$ cat src/rtl/bram_port_arb_pkg.sv
`default_nettype none
// ============================================================================
// Module      : bram_port_arb_pkg
// Description : Shared encodings and default sizes for the two-requester
//               BRAM port arbiter.
// Revision    : 1.0 - initial release
// ============================================================================
package bram_port_arb_pkg;

    // Default BRAM geometry and forced-revoke hold limit
    localparam int DEF_ADDR_W   = 13;
    localparam int DEF_DATA_W   = 32;
    localparam int DEF_MAX_HOLD = 8192;

    // Arbiter state encoding; gnt is decoded directly from these values
    typedef enum logic [1:0] {
        ARB_IDLE = 2'd0,
        ARB_G0   = 2'd1,
        ARB_G1   = 2'd2
    } arb_state_t;

endpackage
`default_nettype wire

$ cat src/rtl/bram_port_arb_rr.sv
`default_nettype none
// ============================================================================
// Module      : bram_port_arb_rr
// Description : Two-input round-robin picker. ptr holds the index granted
//               last; on a tie the other index wins. Purely combinational.
// Revision    : 1.0 - initial release
// ============================================================================
module bram_port_arb_rr
    import bram_port_arb_pkg::*;
(
    input  logic [1:0] req,
    input  logic       ptr,
    output logic       winner,
    output logic       any_valid
);

    // Lone requester wins outright; on a tie favour the one not granted last
    always_comb begin
        any_valid = |req;
        winner    = 1'b0;
        case (req)
            2'b01:   winner = 1'b0;
            2'b10:   winner = 1'b1;
            2'b11:   winner = ~ptr;
            default: winner = 1'b0;
        endcase
    end

endmodule
`default_nettype wire

$ cat src/rtl/bram_port_arb.sv
`default_nettype none
// ============================================================================
// Module      : bram_port_arb
// Description : Shares one BRAM port between two requesters. Job-level
//               round-robin grant, combinational port mux from the grant
//               state, and per-requester read-valid aligned to the 1-cycle
//               BRAM read latency.
//               Optional forced revoke: define BRAM_PORT_ARB_TIMEOUT_EN.
// Revision    : 1.0 - initial release
// ============================================================================
module bram_port_arb
    import bram_port_arb_pkg::*;
#(
    parameter int ADDR_W   = DEF_ADDR_W,
    parameter int DATA_W   = DEF_DATA_W,
    parameter int MAX_HOLD = DEF_MAX_HOLD
) (
    input  logic                clk,
    input  logic                reset,
    input  logic [1:0]          req,
    output logic [1:0]          gnt,
    input  logic [ADDR_W-1:0]   r0_addr,
    input  logic [DATA_W-1:0]   r0_wrdata,
    input  logic [DATA_W/8-1:0] r0_we,
    input  logic [ADDR_W-1:0]   r1_addr,
    input  logic [DATA_W-1:0]   r1_wrdata,
    input  logic [DATA_W/8-1:0] r1_we,
    output logic [DATA_W-1:0]   rd_data,
    output logic [1:0]          rd_valid,
    output logic [ADDR_W-1:0]   bram_addr,
    input  logic [DATA_W-1:0]   bram_rddata,
    output logic [DATA_W-1:0]   bram_wrdata,
    output logic [DATA_W/8-1:0] bram_we,
    output logic [1:0]          timeout_err
);

    arb_state_t r_state;
    logic       r_ptr;
    logic [1:0] r_rd_valid;

    logic [1:0] w_req_eff;   // requests eligible for a new grant
    logic       w_win;
    logic       w_any;
    logic       w_revoke0;   // G0 forcibly handed to requester 1
    logic       w_revoke1;   // G1 forcibly handed to requester 0

`ifdef BRAM_PORT_ARB_TIMEOUT_EN
    localparam int                  c_HOLD_W   = (MAX_HOLD > 1) ? $clog2(MAX_HOLD) : 1;
    localparam logic [c_HOLD_W-1:0] c_HOLD_MAX = c_HOLD_W'(MAX_HOLD - 1);

    logic [c_HOLD_W-1:0] r_hold;
    logic [1:0]          r_mask;
    logic [1:0]          r_timeout_err;
    logic                w_hold_max;
    logic                w_enter;

    // A revoked requester stays ineligible until it has dropped req once
    always_comb begin
        w_req_eff  = req & ~r_mask;
        w_hold_max = (r_hold == c_HOLD_MAX);
        w_revoke0  = (r_state == ARB_G0) && req[0] && w_hold_max && w_req_eff[1];
        w_revoke1  = (r_state == ARB_G1) && req[1] && w_hold_max && w_req_eff[0];
        w_enter    = ((r_state == ARB_IDLE) && w_any)
                  || ((r_state == ARB_G0) && (!req[0] || w_revoke0) && w_req_eff[1])
                  || ((r_state == ARB_G1) && (!req[1] || w_revoke1) && w_req_eff[0]);
    end

    // Hold counter, revoke masks and sticky revoke flags
    always_ff @(posedge clk or posedge reset) begin
        if (reset) begin
            r_hold        <= '0;
            r_mask        <= 2'b00;
            r_timeout_err <= 2'b00;
        end else begin
            if (w_enter)
                r_hold <= '0;
            else if ((r_state != ARB_IDLE) && !w_hold_max)
                r_hold <= r_hold + 1'b1;
            r_mask[0]     <= (r_mask[0] & req[0]) | w_revoke0;
            r_mask[1]     <= (r_mask[1] & req[1]) | w_revoke1;
            r_timeout_err <= r_timeout_err | {w_revoke1, w_revoke0};
        end
    end

    assign timeout_err = r_timeout_err;
`else
    logic w_unused_hold;

    // Grant is held until voluntary release; MAX_HOLD has no effect here
    always_comb begin
        w_req_eff     = req;
        w_revoke0     = 1'b0;
        w_revoke1     = 1'b0;
        w_unused_hold = (MAX_HOLD != 0);
    end

    assign timeout_err = 2'b00;
`endif

    bram_port_arb_rr u_rr (
        .req       (w_req_eff),
        .ptr       (r_ptr),
        .winner    (w_win),
        .any_valid (w_any)
    );

    // Grant FSM; pointer records the requester entered on every grant
    always_ff @(posedge clk or posedge reset) begin
        if (reset) begin
            r_state <= ARB_IDLE;
            r_ptr   <= 1'b1;
        end else begin
            case (r_state)
                ARB_IDLE: begin
                    if (w_any) begin
                        r_state <= w_win ? ARB_G1 : ARB_G0;
                        r_ptr   <= w_win;
                    end
                end
                ARB_G0: begin
                    if (!req[0] || w_revoke0) begin
                        if (w_req_eff[1]) begin
                            r_state <= ARB_G1;
                            r_ptr   <= 1'b1;
                        end else begin
                            r_state <= ARB_IDLE;
                        end
                    end
                end
                ARB_G1: begin
                    if (!req[1] || w_revoke1) begin
                        if (w_req_eff[0]) begin
                            r_state <= ARB_G0;
                            r_ptr   <= 1'b0;
                        end else begin
                            r_state <= ARB_IDLE;
                        end
                    end
                end
                default: r_state <= ARB_IDLE;
            endcase
        end
    end

    assign gnt = {r_state == ARB_G1, r_state == ARB_G0};

    // Port mux; write enables are also killed in the holder's release cycle
    always_comb begin
        bram_addr   = '0;
        bram_wrdata = '0;
        bram_we     = '0;
        case (r_state)
            ARB_G0: begin
                bram_addr   = r0_addr;
                bram_wrdata = r0_wrdata;
                bram_we     = req[0] ? r0_we : '0;
            end
            ARB_G1: begin
                bram_addr   = r1_addr;
                bram_wrdata = r1_wrdata;
                bram_we     = req[1] ? r1_we : '0;
            end
            default: ;
        endcase
    end

    // Read-valid follows each granted read cycle by one clock, matching BRAM latency
    always_ff @(posedge clk or posedge reset) begin
        if (reset) begin
            r_rd_valid <= 2'b00;
        end else begin
            r_rd_valid[0] <= (r_state == ARB_G0) && req[0] && (r0_we == '0);
            r_rd_valid[1] <= (r_state == ARB_G1) && req[1] && (r1_we == '0);
        end
    end

    assign rd_valid = r_rd_valid;
    assign rd_data  = bram_rddata;

endmodule
`default_nettype wire
$ cat config.mk
export PLATFORM = sky130hd
export DESIGN_NAME = bram_port_arb
export DESIGN_NICKNAME = d
export VERILOG_FILES = /design/src/rtl/bram_port_arb_pkg.sv /design/src/rtl/bram_port_arb_rr.sv /design/src/rtl/bram_port_arb.sv
export SDC_FILE = /design/constraint.sdc
export NUM_CORES = 1
export LEC_CHECK = 0
export BUFFER_PORTS_ARGS = -buffer_cell sky130_fd_sc_hd__buf_2
export CORE_AREA = 3 3 85 87
export CTS_BUF_LIST = sky130_fd_sc_hd__clkbuf_16
export CTS_CLUSTER_SIZE = 40
export DETAILED_ROUTE_END_ITERATION = 8
export DIE_AREA = 0 0 88 90
export GPL_ROUTABILITY_DRIVEN = 0
export PLACE_DENSITY = 0.62
export SETUP_SLACK_MARGIN = 0.1
export SYNTH_ARGS = -nofsm -noshare
export SYNTH_HDL_FRONTEND = slang
export SYNTH_SLANG_ARGS = --single-unit
$ cat constraint.sdc
create_clock -name clk -period 3.85 [get_ports clk]
set_input_delay 0.77 -clock clk [delete_from_list [all_inputs] [get_ports clk]]
set_output_delay 0.77 -clock clk [all_outputs]
set_load 0.05 [all_outputs]
==> results of run 1 <==
cells by family after synthesis:
group	count (synthesis)	synth area share
muxes	2	0.0179
AOI/OAI and AO/OA	56	0.422
DFF	5	0.113
and+or+nand+nor	21	0.100
buffers and inverters	52	0.299
other	1	0.00335
adders and majority gates	4	0.0446
final cells by class:
type | count | area, um2
Clock buffer | 3 | 75.1
Clock inverter | 1 | 3.75
Fill cell | 728 | 4660
Inverter | 6 | 22.5
Multi-Input combinational cell | 85 | 664
Sequential cell | 5 | 126
Tap cell | 77 | 96.3
Timing Repair Buffer | 154 | 771
synthesized netlist by cell type, drive strengths merged (2+ instances only):
master	n	share of area
mux2i	2	0.018
ha	4	0.045
dfrtp	4	0.089
clkbuf	2	0.0067
nor3	2	0.0089
and2	4	0.025
nor2	8	0.029
a22oi	4	0.027
inv	6	0.020
nand2	3	0.010
a22o	45	0.35
buf	44	0.27
a21oi	2	0.0089
metal layers:
layer | vias up | share of wire | GRT usage | wire length, um
li1 | 716 | - | - | -
met1 | 628 | 0.38 | 0.111 | 1840
met2 | 111 | 0.49 | 0.195 | 2410
met3 | 8 | 0.12 | 0.0384 | 607
met4 | 2 | 0.0081 | 0.0192 | 40
met5 | - | 0.0018 | 0 | 9
cells in the final DEF, fill, tap and decap left out:
master and n:
nor3_1 2, nor2_1 7, o21ai_1 1, dfstp_2 1, and2_1 1, dfrtp_1 4
nor4_1 1, or4b_1 1, clkbuf_16 3, conb_1 2, inv_1 7, o41ai_1 1
a22o_1 45, a31oi_1 1, a21oi_1 2, o22ai_1 1, mux2i_1 2, nor2b_1 1
nor2_2 1, nand2_1 3, a211oi_2 1, buf_2 154, ha_1 4, and2_2 3
or3b_2 1, a22oi_1 4
path summary, 6_finish.rpt:
path                       slack (ns)       start      endpoint  cells after the start
min in group clk                 0.50       r_ptr         r_ptr                      2
max reg2reg                      2.02  r_state[1]         r_ptr                      5
min reg2reg                      0.50       r_ptr         r_ptr                      2
min                              0.43       reset    r_state[0]                      2
max in group asynchronous        3.18       reset         r_ptr                      2
max                              0.79  r_state[1]  bram_addr[3]                      5
sequential cells by signal (all words and copies together) (netlist names):
| register | cells |
|---|---|
| r_state | 2 |
| rd_valid | 2 |
| r_ptr | 1 |
worst reg2reg max path, stage by stage (launching register included):
cell     delay, ns
dfrtp_1       0.39
inv_1         0.10
ha_1          0.26
and2_2        0.72
a31oi_1       0.07
mux2i_1       0.20
through the flow:
step                      power, uW  setup WS (ns)   util  hold WS [ns]  cell area (um2)
after floorplan                1210          0.876      -         0.456             1120
after global placement         1370           1.03  0.262         0.492             1680
after detailed placement       1380          0.967  0.262         0.507             1680
after CTS                      1550          0.734  0.274         0.436             1760
after global routing           1620          0.630  0.274         0.451             1760
final                          1530          0.794  0.274         0.434             1760
power by group:
group | leakage (uW) | switching (uW) | internal (uW)
combinational | 0.000966 | 942 | 342
clock | 0.0000423 | 31.1 | 134
sequential | 0.0000638 | 10.7 | 71.5
==> out/results.ini, run 1 <==
[clock_tree]
post_cts_buffers=0
clock-root-buffer=clkbuf_16
cts_max_level=1
clkSinkCount=5
cts_tree=yes
hold_buffers=0
path_clk_slew_ns=0.03
ctsResizeCount=0
clock_latency_ns=0.22
clk_path_buf_depth=2
cts_buffers=3

[global_routing]
first_global_vias=1426
antenna_found_initial=1
track_usage=0.105
grt_pass1_wl_um=6800
overflow=0
grt_max_degree=47

[timing]
worst_pin_slew_ns=0.823
setup_viol=0
timing.fmax_mhz=327
fin_crit_ns=3.06
hold_violations=0
setup_tns_ns=0
rsz0062_at_grt=no
finClkSkew_ns=0.00101
drv_slew=0
slew_headroom=0.451
fin_crit_sh=0.794

[route]
first_iter_violations=18
wl_per_cell_um=14.8
firstDrtPassIters=4
drc=0
routed-via-count=1465
wl_um=4910
antenna_left=0
viasPerCell=4.43

[job]
maxCapViolCount=0

[placed_design]
dpl.cell_count=327
dpl.hpwl_um=4260
io_buffers=154

[floorplanning]
initial_core_util=0.175
core_mm2=0.00642
io_pins=221
die_w_um=88
rows=29
dieArea_mm2=0.00792
die_h_um=90

[critical_path]
worst-endpoint-required_ns=3.08
crit_fanout=46
path_cells=inv_1 > ha_1 > and2_2 > a22o_1 > buf_2
cp-end-kind=primary output
cpMaxStageDelayCell=and2_2
start_kind=register
path_class=reg2out
crit_arrival_ns=2.29
crit_family=simple AND/OR/NAND/NOR gates
slowest_delay_ns=0.72
path_buf_inv=2

[synthesis]
yosysSeqAreaShare=0.113
avgSynthCellArea_um2=7.95
synth_warnings=0
synth_cell_types=27
syn-cell-area_mm2=0.00112
synthArstFlopShare=1.00
ys.flop_type=dfrtp_1
ys_ff_latch=5
synth_edf_count=0
netlist_instances=141

[pwr]
max-vdd-ir-drop_v=0.000453
power.leakage_uw=0.00107
pwr_density_cell_mw_per_mm2=871

[layout]
antenna_cells=0
drive_gt1_frac=0.646
area_growth_pct=56.9
nets=393
instances_no_fill=331

[hold_path]
hold_path.class=in2async

[status]
status=complete, no violations

(Power assumes the default switching activity.)
==> inputs of run 2 (changes only) <==
==> constraint.sdc (replaced) <==
create_clock -name clk -period 2.9 [get_ports clk]
set_input_delay 0.58 -clock clk [delete_from_list [all_inputs] [get_ports clk]]
set_output_delay 0.58 -clock clk [all_outputs]
set_load 0.05 [all_outputs]
==> run 2 against run 1 <==
  * Combinational power is 34% higher
  * Design area is 0.50% higher
  * Non-clock buffer count increased by 1
  * Sequential share of layout area about the same
  * First-iteration DRC count grew 22%
  * Via count is 2.5% higher
==> out/results.ini, run 2 (synthesized netlist as in run 1, its figures left out) <==
[timing]
rsz0062_at_grt=no
hold_violations=0  ; unchanged
drv_slew=0  ; unchanged
setup_viol=0  ; unchanged
fin_crit_sh=0.906
fin_crit_ns=2.63
finClkSkew_ns=0.00120  ; +0.000195 ns
timing.fmax_mhz=381
setup_tns_ns=0  ; unchanged

[global_routing]
antenna_found_initial=2  ; +1
met2_usage=0.188  ; -0.00691
first_global_vias=1367  ; -4.1%
overflow=0  ; unchanged
use_met3=0.0530  ; +0.0146
track_usage=0.107  ; +0.00186
use_met1=0.109  ; -0.00158
grt_pass1_wl_um=6720  ; -1.1%
grt_most_used_layer=met2
grt_max_degree=47  ; unchanged

[critical_path]
path_buf_inv=3  ; +1
start_kind=register
crit_family=buffers and inverters
path_class=reg2out
cpMaxStageDelayCell=dfrtp_1
crit_arrival_ns=2.05  ; -0.24 ns
path_cells=inv_1 > ha_1 > and2_2 > buf_4 > a22o_1 > buf_2
worst-endpoint-required_ns=2.32  ; -0.76 ns
cp-end-kind=primary output
r2r_cells=6  ; +1
crit_cells=6  ; +1
crit_fanout=45  ; -2.2%
slowest_delay_ns=0.39  ; -0.33 ns

[clock_tree]
clock-root-buffer=clkbuf_16
ctsResizeCount=1  ; +1
cts_buffers=3  ; unchanged
clkSinkCount=5  ; unchanged
clock_latency_ns=0.23  ; about the same
clk_path_buf_depth=2  ; unchanged
post_cts_buffers=0  ; unchanged
path_clk_slew_ns=0.03  ; about the same
cts_max_level=1  ; unchanged
cts_tree=yes
hold_buffers=0  ; unchanged

[placed_design]
place_area_mm2=0.00169  ; +0.45%
dpl.hpwl_um=4240  ; -0.50%
io_buffers=154  ; unchanged

[floorplanning]
io_pins=221  ; unchanged
dieArea_mm2=0.00792  ; unchanged
die_w_um=88  ; unchanged
core_mm2=0.00642  ; unchanged
initial_core_util=0.175  ; unchanged
rows=29  ; unchanged
die_h_um=90  ; unchanged

[layout]
multi_input_area_um2=666  ; +0.19%
layout_common_cells=buf_2, a22o_1, inv_1, nor2_1
area_growth_pct=57.7
layout_commonest_cell=buf_2
antenna_cells=0  ; unchanged
fill_cells=710  ; -2.5%
ff_latch_area_um2=126  ; unchanged
stdcell_area_mm2=0.00177  ; +0.50%
drive_gt1_frac=0.647  ; +0.00139
nets=394  ; +0.25%

[route]
drc=0  ; unchanged
first_iter_violations=22  ; +4
wl_um=4980  ; +1.4%
viasPerCell=4.52  ; +2.2%
antenna_left=0  ; unchanged
wl_per_cell_um=15.0  ; +1.1%
firstDrtPassIters=4  ; unchanged
routed-via-count=1502  ; +2.5%

[hold_path]
hold_path.class=in2async

[status]
status=complete, no violations

[pwr]
max-vdd-ir-drop_v=0.000406  ; -10%
power.leakage_uw=0.00108  ; +0.57%
pwr_density_cell_mw_per_mm2=1160  ; +33%

[job]
maxCapViolCount=0  ; unchanged

==> run 2: routing by layer <==
metal / wire [um] / vias to the layer above
met5: 27 / -
li1: - / 722
met4: 53 / 4
met3: 714 / 11
met1: 1780 / 651
met2: 2410 / 114
==> run 2: worst reg2reg max path: stages (launching register included) <==
cell and delay, ns:
dfrtp_1 0.37, inv_1 0.09, ha_1 0.27, or4b_1 0.53, o41ai_1 0.09, nor2_2 0.06
mux2i_1 0.17
==> run 2: final timing paths <==
kind	from	endpoint	slack, ns
worst min register to register	r_ptr	r_ptr	0.49
min in group clk	r_ptr	r_ptr	0.49
max in group asynchronous	reset	r_ptr	2.41
worst max-delay path	r_state[0]	bram_wrdata[17]	0.27
worst min-delay path	reset	rd_valid[1]	0.24
worst max register to register	r_state[0]	r_ptr	1.25
==> run 2: layout make-up <==
class / count / area share
Clock inverter: 1 / 0.00212
Tap cell: 77 / 0.0545
Timing Repair Buffer: 155 / 0.440
Multi-Input combinational cell: 85 / 0.377
Clock buffer: 3 / 0.0425
Inverter: 6 / 0.0127
Sequential cell: 5 / 0.0715
==> run 2: through the flow <==
| step | hold WS, ns | total power (uW) | std cells | setup slack, ns | util |
|---|---|---|---|---|---|
| 5_1_grt | 0.261 | 2160 | 332 | 0.137 | 0.275 |
| 6_report | 0.244 | 2050 | 332 | 0.273 | 0.275 |
| 2_1_floorplan | 0.358 | 1610 | 142 | 0.116 | - |
| 3_3_place_gp | 0.476 | 1820 | 328 | 0.317 | 0.263 |
| 4_1_cts | 0.251 | 2070 | 332 | 0.257 | 0.275 |
| 3_5_place_dp | 0.481 | 1830 | 328 | 0.248 | 0.263 |
==> run 2: where the power goes <==
| group | internal [uW] | switching [uW] | total, uW | leakage [uW] |
|---|---|---|---|---|
| Clock | 179 | 47.2 | 226 | 0.0000423 |
| Sequential | 95.0 | 15.7 | 111 | 0.0000638 |
| Combinational | 462 | 1250 | 1720 | 0.000972 |
